**config.mk**
```make
export PLATFORM = sky130hd
export DESIGN_NAME = div_seq_ctrl_flat
export DESIGN_NICKNAME = d
export VERILOG_FILES = /design/src/rtl/div_seq_ctrl_if.sv /design/src/rtl/div_seq_ctrl.sv /design/src/flat_wrapper.sv
export SDC_FILE = /design/constraint.sdc
export NUM_CORES = 1
export LEC_CHECK = 0
export CAP_MARGIN = 20
export CORE_UTILIZATION = 50
export DETAILED_ROUTE_END_ITERATION = 7
export PLACE_DENSITY = 0.81
export REMOVE_ABC_BUFFERS = 1
export SYNTH_ARGS = -nofsm -noshare
export SYNTH_HDL_FRONTEND = slang
export SYNTH_SLANG_ARGS = --single-unit
export TNS_END_PERCENT = 30
```
**constraint.sdc**
```tcl
create_clock -name clk -period 5.2 [get_ports clk]
set_input_delay 1.04 -clock clk [delete_from_list [all_inputs] [get_ports clk]]
set_output_delay 1.04 -clock clk [all_outputs]
set_load 0.01 [all_outputs]
```
**src/rtl/div_seq_ctrl_if.sv**
```systemverilog
// Handshake and datapath-control bundle between the divider controller,
// the top-level start/valid/ack logic and the remainder/quotient datapath.
interface div_seq_ctrl_if;
  logic       start;
  logic       mode;
  logic       sign;
  logic       ack;
  logic       load;
  logic [1:0] sel;
  logic       add;
  logic       shift;
  logic       inbit;
  logic       busy;
  logic       valid;

  modport master (
    input  start, mode, sign, ack,
    output load, sel, add, shift, inbit, busy, valid
  );

  modport slave (
    output start, mode, sign, ack,
    input  load, sel, add, shift, inbit, busy, valid
  );
endinterface

```
**src/rtl/div_seq_ctrl.sv**
```systemverilog
// Sequencer for the iterative divider: restoring (trial/adjust per bit) or
// non-restoring (one step per bit plus a final remainder correction).
module div_seq_ctrl #(
  parameter int WIDTH = 8,
  parameter int CNT_W = $clog2(WIDTH)
) (
  input  logic           clk,
  input  logic           reset,
  div_seq_ctrl_if.master bus
);

  typedef enum logic [2:0] {
    IDLE, LOAD, TRIAL, RESTORE, ACCEPT, NR_STEP, CORRECT, DONE
  } state_e;

  state_e           state_q, state_d;
  logic [CNT_W-1:0] cnt_q, cnt_d;
  logic             mode_q, mode_d;
  logic             load_q, add_q, shift_q, inbit_q, busy_q, valid_q;
  logic [1:0]       sel_q;
  logic             last_iter;

  assign last_iter = (cnt_q == CNT_W'(WIDTH - 1));

  // start wins from every state, so a running operation is dropped silently.
  always_comb begin
    state_d = state_q;
    cnt_d   = cnt_q;
    mode_d  = mode_q;
    if (bus.start) begin
      state_d = LOAD;
      cnt_d   = '0;
      mode_d  = bus.mode;
    end else begin
      case (state_q)
        IDLE:    state_d = IDLE;
        LOAD:    state_d = mode_q ? NR_STEP : TRIAL;
        TRIAL:   state_d = bus.sign ? RESTORE : ACCEPT;
        RESTORE,
        ACCEPT: begin
          if (last_iter) begin
            state_d = DONE;
          end else begin
            cnt_d   = cnt_q + CNT_W'(1);
            state_d = TRIAL;
          end
        end
        NR_STEP: begin
          if (last_iter) begin
            state_d = CORRECT;
          end else begin
            cnt_d   = cnt_q + CNT_W'(1);
            state_d = NR_STEP;
          end
        end
        CORRECT: state_d = DONE;
        DONE:    state_d = bus.ack ? IDLE : DONE;
        default: state_d = IDLE;
      endcase
    end
  end

  // Moore outputs are decoded from the next state so they appear registered.
  always_ff @(posedge clk or posedge reset) begin
    if (reset) begin
      state_q <= IDLE;
      cnt_q   <= '0;
      mode_q  <= 1'b0;
      load_q  <= 1'b0;
      sel_q   <= 2'd0;
      add_q   <= 1'b0;
      shift_q <= 1'b0;
      inbit_q <= 1'b0;
      busy_q  <= 1'b0;
      valid_q <= 1'b0;
    end else begin
      state_q <= state_d;
      cnt_q   <= cnt_d;
      mode_q  <= mode_d;
      load_q  <= 1'b0;
      sel_q   <= 2'd0;
      add_q   <= 1'b0;
      shift_q <= 1'b0;
      inbit_q <= 1'b0;
      busy_q  <= 1'b0;
      valid_q <= 1'b0;
      case (state_d)
        LOAD: begin
          load_q  <= 1'b1;
          sel_q   <= 2'd2;
          shift_q <= 1'b1;
          busy_q  <= 1'b1;
        end
        TRIAL: begin
          sel_q  <= 2'd1;
          busy_q <= 1'b1;
        end
        RESTORE: begin
          sel_q   <= 2'd1;
          add_q   <= 1'b1;
          shift_q <= 1'b1;
          busy_q  <= 1'b1;
        end
        ACCEPT: begin
          sel_q   <= 2'd3;
          shift_q <= 1'b1;
          inbit_q <= 1'b1;
          busy_q  <= 1'b1;
        end
        NR_STEP: begin
          sel_q   <= 2'd1;
          shift_q <= 1'b1;
          busy_q  <= 1'b1;
        end
        CORRECT: begin
          add_q  <= 1'b1;
          busy_q <= 1'b1;
        end
        DONE:    valid_q <= 1'b1;
        default: ;
      endcase
    end
  end

  // Non-restoring step and final correction must react to sign in-cycle.
  assign bus.load  = load_q;
  assign bus.sel   = (state_q == CORRECT) ? {1'b0, bus.sign} : sel_q;
  assign bus.add   = add_q | ((state_q == NR_STEP) & bus.sign);
  assign bus.inbit = inbit_q | ((state_q == NR_STEP) & ~bus.sign);
  assign bus.shift = shift_q;
  assign bus.busy  = busy_q;
  assign bus.valid = valid_q;

endmodule

```
**src/flat_wrapper.sv**
```systemverilog
// flat-port wrapper written by rule: the top's interface ports become plain ports
module div_seq_ctrl_flat 
#(
  parameter int WIDTH = 8,
  parameter int CNT_W = $clog2(WIDTH)
)
  (clk, reset, bus_start, bus_mode, bus_sign, bus_ack, bus_load, bus_sel, bus_add, bus_shift, bus_inbit, bus_busy, bus_valid);
  div_seq_ctrl_if bus_i ();
  input  logic clk;
  input  logic reset;
  input wire logic [$bits(bus_i.start)-1:0] bus_start;
  input wire logic [$bits(bus_i.mode)-1:0] bus_mode;
  input wire logic [$bits(bus_i.sign)-1:0] bus_sign;
  input wire logic [$bits(bus_i.ack)-1:0] bus_ack;
  output wire logic [$bits(bus_i.load)-1:0] bus_load;
  output wire logic [$bits(bus_i.sel)-1:0] bus_sel;
  output wire logic [$bits(bus_i.add)-1:0] bus_add;
  output wire logic [$bits(bus_i.shift)-1:0] bus_shift;
  output wire logic [$bits(bus_i.inbit)-1:0] bus_inbit;
  output wire logic [$bits(bus_i.busy)-1:0] bus_busy;
  output wire logic [$bits(bus_i.valid)-1:0] bus_valid;
  assign bus_i.start = bus_start;
  assign bus_i.mode = bus_mode;
  assign bus_i.sign = bus_sign;
  assign bus_i.ack = bus_ack;
  assign bus_load = bus_i.load;
  assign bus_sel = bus_i.sel;
  assign bus_add = bus_i.add;
  assign bus_shift = bus_i.shift;
  assign bus_inbit = bus_i.inbit;
  assign bus_busy = bus_i.busy;
  assign bus_valid = bus_i.valid;
  div_seq_ctrl #(.WIDTH(WIDTH), .CNT_W(CNT_W)) u_core (.clk(clk), .reset(reset), .bus(bus_i));
endmodule
```
---- Word level (Yosys, flattened, before mapping) ----
Cells that the tools add are included.
word-level totals
  bits in read-only memories .............. 0
  word-level logic and storage cells ...... 59
  output and inout bits ................... 8
  bits of input ports ..................... 6
  bits in writable memories ............... 0
  bits in registers ....................... 15
  memories kept ........................... 0
  latch bits .............................. 0
operators by class
  multiply operators ...................... 0
  equality and inequality tests ........... 16
  add/subtract/negate cells ............... 1
  divide/modulo/power cells ............... 0
  multiplexer cells ....................... 18
  reduce and logical (&&, ||, !) cells .... 9
  bitwise logic cells ..................... 5
  shift operators ......................... 0
  order comparisons ....................... 0
operator list
  cell                                                 count
  equality test 3 bit, second input constant           9
  2-to-1 mux 3 bit                                     8
  one-hot mux 3 bit (7 select lines)                   1
  equality test 3 x 2 -> 1 bit, second input constant  4
  equality test 3 x 1 -> 1 bit, second input constant  2
  2-to-1 mux 1 bit                                     6
  one-hot mux 2 bit (3 select lines)                   1
  OR reduction 3 bit                                   2
  OR reduction 6 bit                                   1
  2-to-1 mux 2 bit                                     2
  OR reduction 2 bit                                   2
  OR reduction 4 bit                                   1
  adder 3 x 1 -> 3 bit, second input constant          1
  zero test 3 bit                                      1
  bitwise AND 1 bit                                    2
  != test 2 bit, second input constant                 1
  OR 1 bit                                             2
  AND reduction 2 bit                                  1
  nonzero test 2 bit                                   1
  NOT 1 bit                                            1

---- Depth between registers and ports, before layout ----
Gate-level depths: netlist of run 1.
  depth in word-level cells ............... 7
  depth in mapped cells ................... 9
  gate-level depth less buffers ........... 9

---- Worst setup path before layout of run 1 ----
OpenSTA, ideal clock, no wires.
  path type ............................... input-to-output
  start ................................... in bus_sign
  end ..................................... out bus_sel[0]
  arrival time ............................ 1367 ps
  setup slack ............................. 2793 ps
  data required time ...................... 4160 ps
  buffers on the path ..................... 0
  stages on the path ...................... 2
  cells stage by stage .................... inv_1 -> o21ai_0
on the way
  word-level cells in the longest chain between the ends .. 1
ends and longest elaborated chain
  element           line                 text
  start, declared   flat_wrapper.sv:13   input wire logic [$bits(bus_i.sign)-1:0] bus_sign;
  2-to-1 mux 2 bit  div_seq_ctrl.sv:127  assign bus.sel = (state_q == CORRECT) ? {1'b0, bus.sign} : sel_q;
  end, declared     flat_wrapper.sv:16   output wire logic [$bits(bus_i.sel)-1:0] bus_sel;
Every way passes these cells.

---- Worst setup path after layout of run 1 ----
Same ends and word-level chain as after synthesis.

==> results of run 1 <==
power by group:
| part | switching (µW) | internal [µW] | total, µW | leakage, µW |
|---|---|---|---|---|
| Clock | 35.4 | 29.8 | 65.1 | 0.0000150 |
| Sequential | 21.7 | 136 | 158 | 0.000188 |
| Combinational | 59.9 | 72.5 | 132 | 0.000241 |
critical path: cells and delay by family:
kind / cells / cell delay, ns
buf+inv: 3 / 1.18
compound gates: 1 / 0.15
worst min-delay path by stage:
stage	start	to	slack [ns]	cells after the start
6_report	u_core.cnt_q[1]	u_core.cnt_q[1]	0.55	2
3_3_place_gp	u_core.cnt_q[1]	u_core.cnt_q[1]	0.51	2
3_5_place_dp	u_core.cnt_q[1]	u_core.cnt_q[1]	0.54	2
5_1_grt	u_core.cnt_q[0]	u_core.cnt_q[0]	0.59	2
4_1_cts	u_core.cnt_q[1]	u_core.cnt_q[1]	0.56	2
2_1_floorplan	u_core.cnt_q[1]	u_core.cnt_q[1]	0.49	2
synth_stat cells, types with 2 or more instances:
library cell  count
o21ai_1           2
nor3_1            3
buf_6             3
mux2i_1           5
nor2_1            8
ha_1              2
a21o_1            3
nor3b_1           2
a21oi_1           4
nand2_1           5
and2_1            2
inv_1             4
mux2_2            2
xnor2_1           2
dfrtp_1          15
cell families (layout without fill, tap and decap cells):
group | after synthesis | count (layout) | synth area share, %
AOI/OAI and AO/OA | 16 | 16 | 15.6
xor gates and xnor gates | 3 | 3 | 3.11
adders and majority gates | 2 | 2 | 2.96
buffers and inverters | 9 | 21 | 8.00
DFF | 15 | 15 | 44.4
muxes | 7 | 7 | 8.59
and+or+nand+nor | 26 | 26 | 17.3
metrics by stage:
stage          total power (µW)  std cells  hold slack, ns
2_1_floorplan               247         73           0.490
3_3_place_gp                290        102           0.509
3_5_place_dp                294        102           0.537
4_1_cts                     360        106           0.556
5_1_grt                     378        106           0.592
6_report                    356        106           0.545
layer usage:
| layer | part of all wire (%) | vias up |
|---|---|---|
| li1 | - | 288 |
| met1 | 45 | 283 |
| met2 | 49 | 16 |
| met3 | 4.2 | 2 |
| met4 | 1.3 | 0 |
| met5 | 0 | - |
area by class of cell:
cell class | count | share of cell area (%)
repair buffers | 13 | 13.4
clock buffers | 4 | 2.71
inverters | 4 | 1.55
multi-input cells | 54 | 41.5
well taps | 16 | 2.07
flip-flops and latches | 15 | 38.8
sequential cells by signal (all words and copies together) (netlist names):
register and count:
u_core.bus.valid 1, u_core.mode_q 1, u_core.inbit_q 1, u_core.cnt_q 3
u_core.bus.shift 1, u_core.add_q 1, u_core.bus.load 1, u_core.state_q 3
u_core.bus.busy 1, u_core.sel_q 2
==> impl_metrics.tcl, run 1 <==
set metrics [dict create \
    yosysUniqueCellTypes 31 \
    result_of_the_run "complete, no violations" \
    post_cts.repair.setup_buffers 0 \
    async_reset_ff_share_pct 100 \
    first_pass_grt_wire_length_mm 2.39 \
    final_layout_size_suffix_gt1_share_pct 12.2 \
    yosys.area.top_type_share_pct 44.4 \
    cts-root-buf "clkbuf_4" \
    setup_viol 0 \
    path_clk_slew_ns 0.08 \
    nets 99 \
    fmax_mhz 293 \
    final_common_cell "dfrtp_1" \
    routed_wl_mm 1.42 \
    die-height_um 43.1 \
    core-area_um2 1540 \
    numCtsBuffers 3 \
    htreeDepth 1 \
    mappedNetlistArea_um2 845 \
    max-slew-margin-rel_pct 64.1 \
    synth.largest_area_cell "dfrtp_1" \
    die_w_um 43.1 \
    min_setup_slack_post_route_ns 1.79 \
    arrival_ns 2.37 \
    crit_type "input port to output pin" \
    post_synth_inst_count 78 \
    final_min_period_over_clock_period_pct 65.6 \
    worst-endpoint-required_ns 4.16 \
    drt.antenna.violating_nets 0 \
    synthesis.yosys.warnings 0 \
    grt-busiest-layer "met2" \
    final-seq-area_um2 375 \
    ys_seq_area_share_pct 44.4 \
    drt-wirelength-per-cell_um 13.4 \
    quantity_of_gates_resized_following_cts 0 \
    buffer_ports.inserted 13 \
    cpMostUsedCell "clkdlybuf4s50_1" \
    final-hold-violation-count 0 \
    sinks_on_clock_net 15 \
    worst_pin_slew_ns 0.538 \
    post_cts_hold_buffer_count 0 \
    reg2reg_setup_slack_ns 3.20 \
    worstReg2RegStart "u_core.cnt_q[0]" \
    final.setup.tns_ns 0 \
    nFillCells 121 \
    final-max-slew-violation-count 0 \
    fin_crit_ns 3.41 \
    groute.layer.met1.usage_pct 23.8 \
    detailedPlace.worstSlack_ns 1.78 \
    count_of_flip_flops_with_a_built_in_enable_after_synthesis 0 \
    critical_path.cell_chain "clkdlybuf4s50_1 -> inv_1 -> o21ai_0 -> clkdlybuf4s50_1" \
    finalCoreUtilization_pct 62.8 \
    syn_avg_cell_area_um2 10.8 \
    vias_per_cell 5.56 \
    antenna_found_initial 0 \
    grtUsageMet3_pct 3.83 \
    fin_skew_ns 0.0104 \
    number_of_global_route_vias_before_repair 549 \
    setup.worst_path.start_class "input port" \
    cp_max_fo 5 \
    dr_total_vias 589 \
    initial_core_util_pct 54.8 \
    synth_flop_cell "dfrtp_1" \
    timing.critical_path.to "bus_sel[0]" \
    most-common-layout-cells "dfrtp_1, clkdlybuf4s50_1, nor2_1" \
    grt_remaining_overflow 0 \
    dp_hpwl_mm 1.07 \
    met2_usage_pct 26.6 \
    min-delay-path-class "register to register" \
    floorplan.io_pins 14 \
    drt_pre_antenna_iters 4 \
    kind_of_end_point_of_the_critical_path "output pin" \
    reg2regPathDepth 9 \
    critical_path.slowest_cell "clkdlybuf4s50_1" \
    worst_path_largest_cell_delay_ns 0.55 \
    yosys-top-cells-area "dfrtp_1, mux2i_1, buf_6" \
    detail_route.drc_violations 0 \
    clk-insertion-delay-late_ns 0.28 \
    placed_area_um2 942 \
    vdd.ir_drop.worst_v 0.000198 \
    power_density_nw_per_um2 367 \
    grt_setup_unrepaired "no" \
    flow.area_growth_from_synthesis_pct 14.7 \
    tritoncts "done" \
    pin_count_of_the_biggest_net_entering_global_routing 16 \
    gp_congestion 0.692 \
    drt_iter0_drc 11 \
    ys_ff_latch 15 \
    num_rows 14 \
    clock_path_buffers 2 \
    critical_path.reg2reg.endpoint "u_core.add_q" \
    critPathLaunch "bus_sign" \
    layout.cell_area.non_filler_um2 968 \
    diodes 0 \
    p_leak_uw 0.000444 \
    grt.total_usage_pct 17.6 \
    die_area_um2 1860 \
    multi_input_area_um2 402 \
    drv.max_cap_violation_count 0 \
]
No activity file was read; power rests on OpenSTA's default activity.
==> run 2, diff against run 1 <==
--- a/config.mk
+++ b/config.mk
@@ -6,9 +6,9 @@
 export NUM_CORES = 1
 export LEC_CHECK = 0
 export CAP_MARGIN = 20
-export CORE_UTILIZATION = 50
+export CORE_UTILIZATION = 46
 export DETAILED_ROUTE_END_ITERATION = 7
-export PLACE_DENSITY = 0.81
+export PLACE_DENSITY = 0.78
 export REMOVE_ABC_BUFFERS = 1
 export SYNTH_ARGS = -nofsm -noshare
 export SYNTH_HDL_FRONTEND = slang
==> constraint.sdc (replaced) <==
create_clock -name clk -period 3.06 [get_ports clk]
set_input_delay 0.612 -clock clk [delete_from_list [all_inputs] [get_ports clk]]
set_output_delay 0.612 -clock clk [all_outputs]
set_load 0.01 [all_outputs]
==> impl_metrics.tcl, run 2 (synthesis gave the netlist of run 1 again) <==
set metrics [dict create \
    path_clk_slew_ns 0.08 \
    die-height_um 44.9 \
    placed_area_um2 961 \
    pin_count_of_the_biggest_net_entering_global_routing 16 \
    worst-endpoint-required_ns 2.45 \
    final.setup.tns_ns 0 \
    multi_input_area_um2 402 \
    setup.worst_path.start_class "input port" \
    post_cts_hold_buffer_count 0 \
    core-area_um2 1730 \
    fin_crit_ns 2.57 \
    drv.max_cap_violation_count 0 \
    die_area_um2 2010 \
    quantity_of_gates_resized_following_cts 0 \
    htreeDepth 1 \
    final-hold-violation-count 0 \
    initial_core_util_pct 48.9 \
    grt_setup_unrepaired "no" \
    post_cts.repair.setup_buffers 0 \
    final_common_cell "dfrtp_1" \
    numCtsBuffers 3 \
    clock_path_buffers 2 \
    arrival_ns 1.96 \
    p_total_uw 607 \
    tritoncts "done" \
    kind_of_end_point_of_the_critical_path "output pin" \
    first_pass_grt_wire_length_mm 2.26 \
    vias_per_cell 5.17 \
    flow.area_growth_from_synthesis_pct 16.9 \
    num_rows 15 \
    number_of_global_route_vias_before_repair 556 \
    reg.largest.list "u_core.cnt_q: 3 flops, u_core.state_q: 3 flops, u_core.sel_q: 2 flops" \
    buffer_ports.inserted 13 \
    power_density_nw_per_um2 615 \
    cts-root-buf "clkbuf_4" \
    nFillCells 159 \
    drt-wirelength-per-cell_um 11.8 \
    worst_pin_slew_ns 0.554 \
    reg2reg_setup_slack_ns 1.03 \
    reg2regPathDepth 7 \
    drt.antenna.violating_nets 0 \
    critical_path.reg2reg.endpoint "u_core.bus.busy" \
    timing.hold.worst_path_depth 2 \
    worstReg2RegStart "u_core.cnt_q[0]" \
    p_leak_uw 0.000449 \
    layout.cell_area.non_filler_um2 987 \
    drt_iter0_drc 6 \
    clk-insertion-delay-late_ns 0.28 \
    gp_congestion 0.835 \
    timing.hold.worst_endpoint "u_core.cnt_q[2]" \
    drt_pre_antenna_iters 6 \
    routed_wl_mm 1.36 \
    detailedPlace.worstSlack_ns 0.492 \
    min-delay-path-class "register to register" \
    grt.total_usage_pct 15.8 \
    detail_route.drc_violations 0 \
    floorplan.io_pins 14 \
    result_of_the_run "complete, no violations" \
    setup_viol 0 \
    antenna_found_initial 0 \
    die_w_um 44.9 \
    grt_remaining_overflow 0 \
    diodes 0 \
    nets 100 \
    hold_start "u_core.cnt_q[2]" \
    final_layout_size_suffix_gt1_share_pct 13.2 \
    vdd.ir_drop.worst_v 0.000330 \
    min_setup_slack_post_route_ns 0.488 \
    dr_total_vias 600 \
    max-slew-margin-rel_pct 63.0 \
    fmax_mhz 389 \
    crit_type "input port to output pin" \
    final-max-slew-violation-count 0 \
    final_min_period_over_clock_period_pct 84.0 \
    fin_skew_ns 0.00433 \
    cp_max_fo 5 \
    final-seq-area_um2 375 \
    sinks_on_clock_net 15 \
    most-common-layout-cells "dfrtp_1, clkdlybuf4s50_1, nor2_1" \
]
run 2: cell count changes in the layout (fill, tap and decap cells not counted), sizes merged:
| cell | change |
|---|---|
| buf | +1 |
run 2: area by class of cell:
class                      count  area share [%]
multi-input combinational     54            40.7
sequential                    15            38.0
timing repair buffer          14            13.9
tap                           25            3.17
clock buffer                   4            2.66
inverter                       4            1.52
run 2: report_power, final:
part	internal (µW)	switching [µW]	total (µW)	leakage, µW
clock network	50.6	59.6	110	0.0000150
registers	232	35.1	267	0.000188
logic	124	105	230	0.000246
total	407	200	607	0.000449
run 2: how the worst max path moves through the flow:
stage	startpoint	endpoint	slack [ns]	cells after the start
after CTS	bus_sign	bus_sel[0]	0.49	4
after detailed placement	bus_sign	bus_sel[0]	0.49	4
after global placement	bus_sign	bus_sel[0]	0.49	4
final	bus_sign	bus_sel[0]	0.49	4
after global routing	bus_sign	bus_sel[0]	0.40	4
after floorplan	u_core.cnt_q[0]	u_core.add_q	1.19	9
run 2: layer usage:
metal  track usage [%]  wire length, µm  vias to the layer above
met5                 0                0                        -
met4              7.88               43                        0
met3              6.00               81                        6
met2              25.6              626                       15
met1              18.5              613                      285
li1                  -                -                      294
run 2: critical path, stage by stage:
cell and delay [ns]:
clkdlybuf4s50_1 0.55, inv_1 0.09, o21ai_0 0.16, clkdlybuf4s50_1 0.55
run 2: through the flow:
| stage | hold WS, ns | instances | utilization [%] |
|---|---|---|---|
| 5_1_grt | 0.588 | 116 | 57.2 |
| 3_3_place_gp | 0.509 | 112 | 55.7 |
| 6_report | 0.539 | 116 | 57.2 |
| 4_1_cts | 0.547 | 116 | 57.2 |
| 3_5_place_dp | 0.528 | 112 | 55.7 |
| 2_1_floorplan | 0.490 | 73 | - |
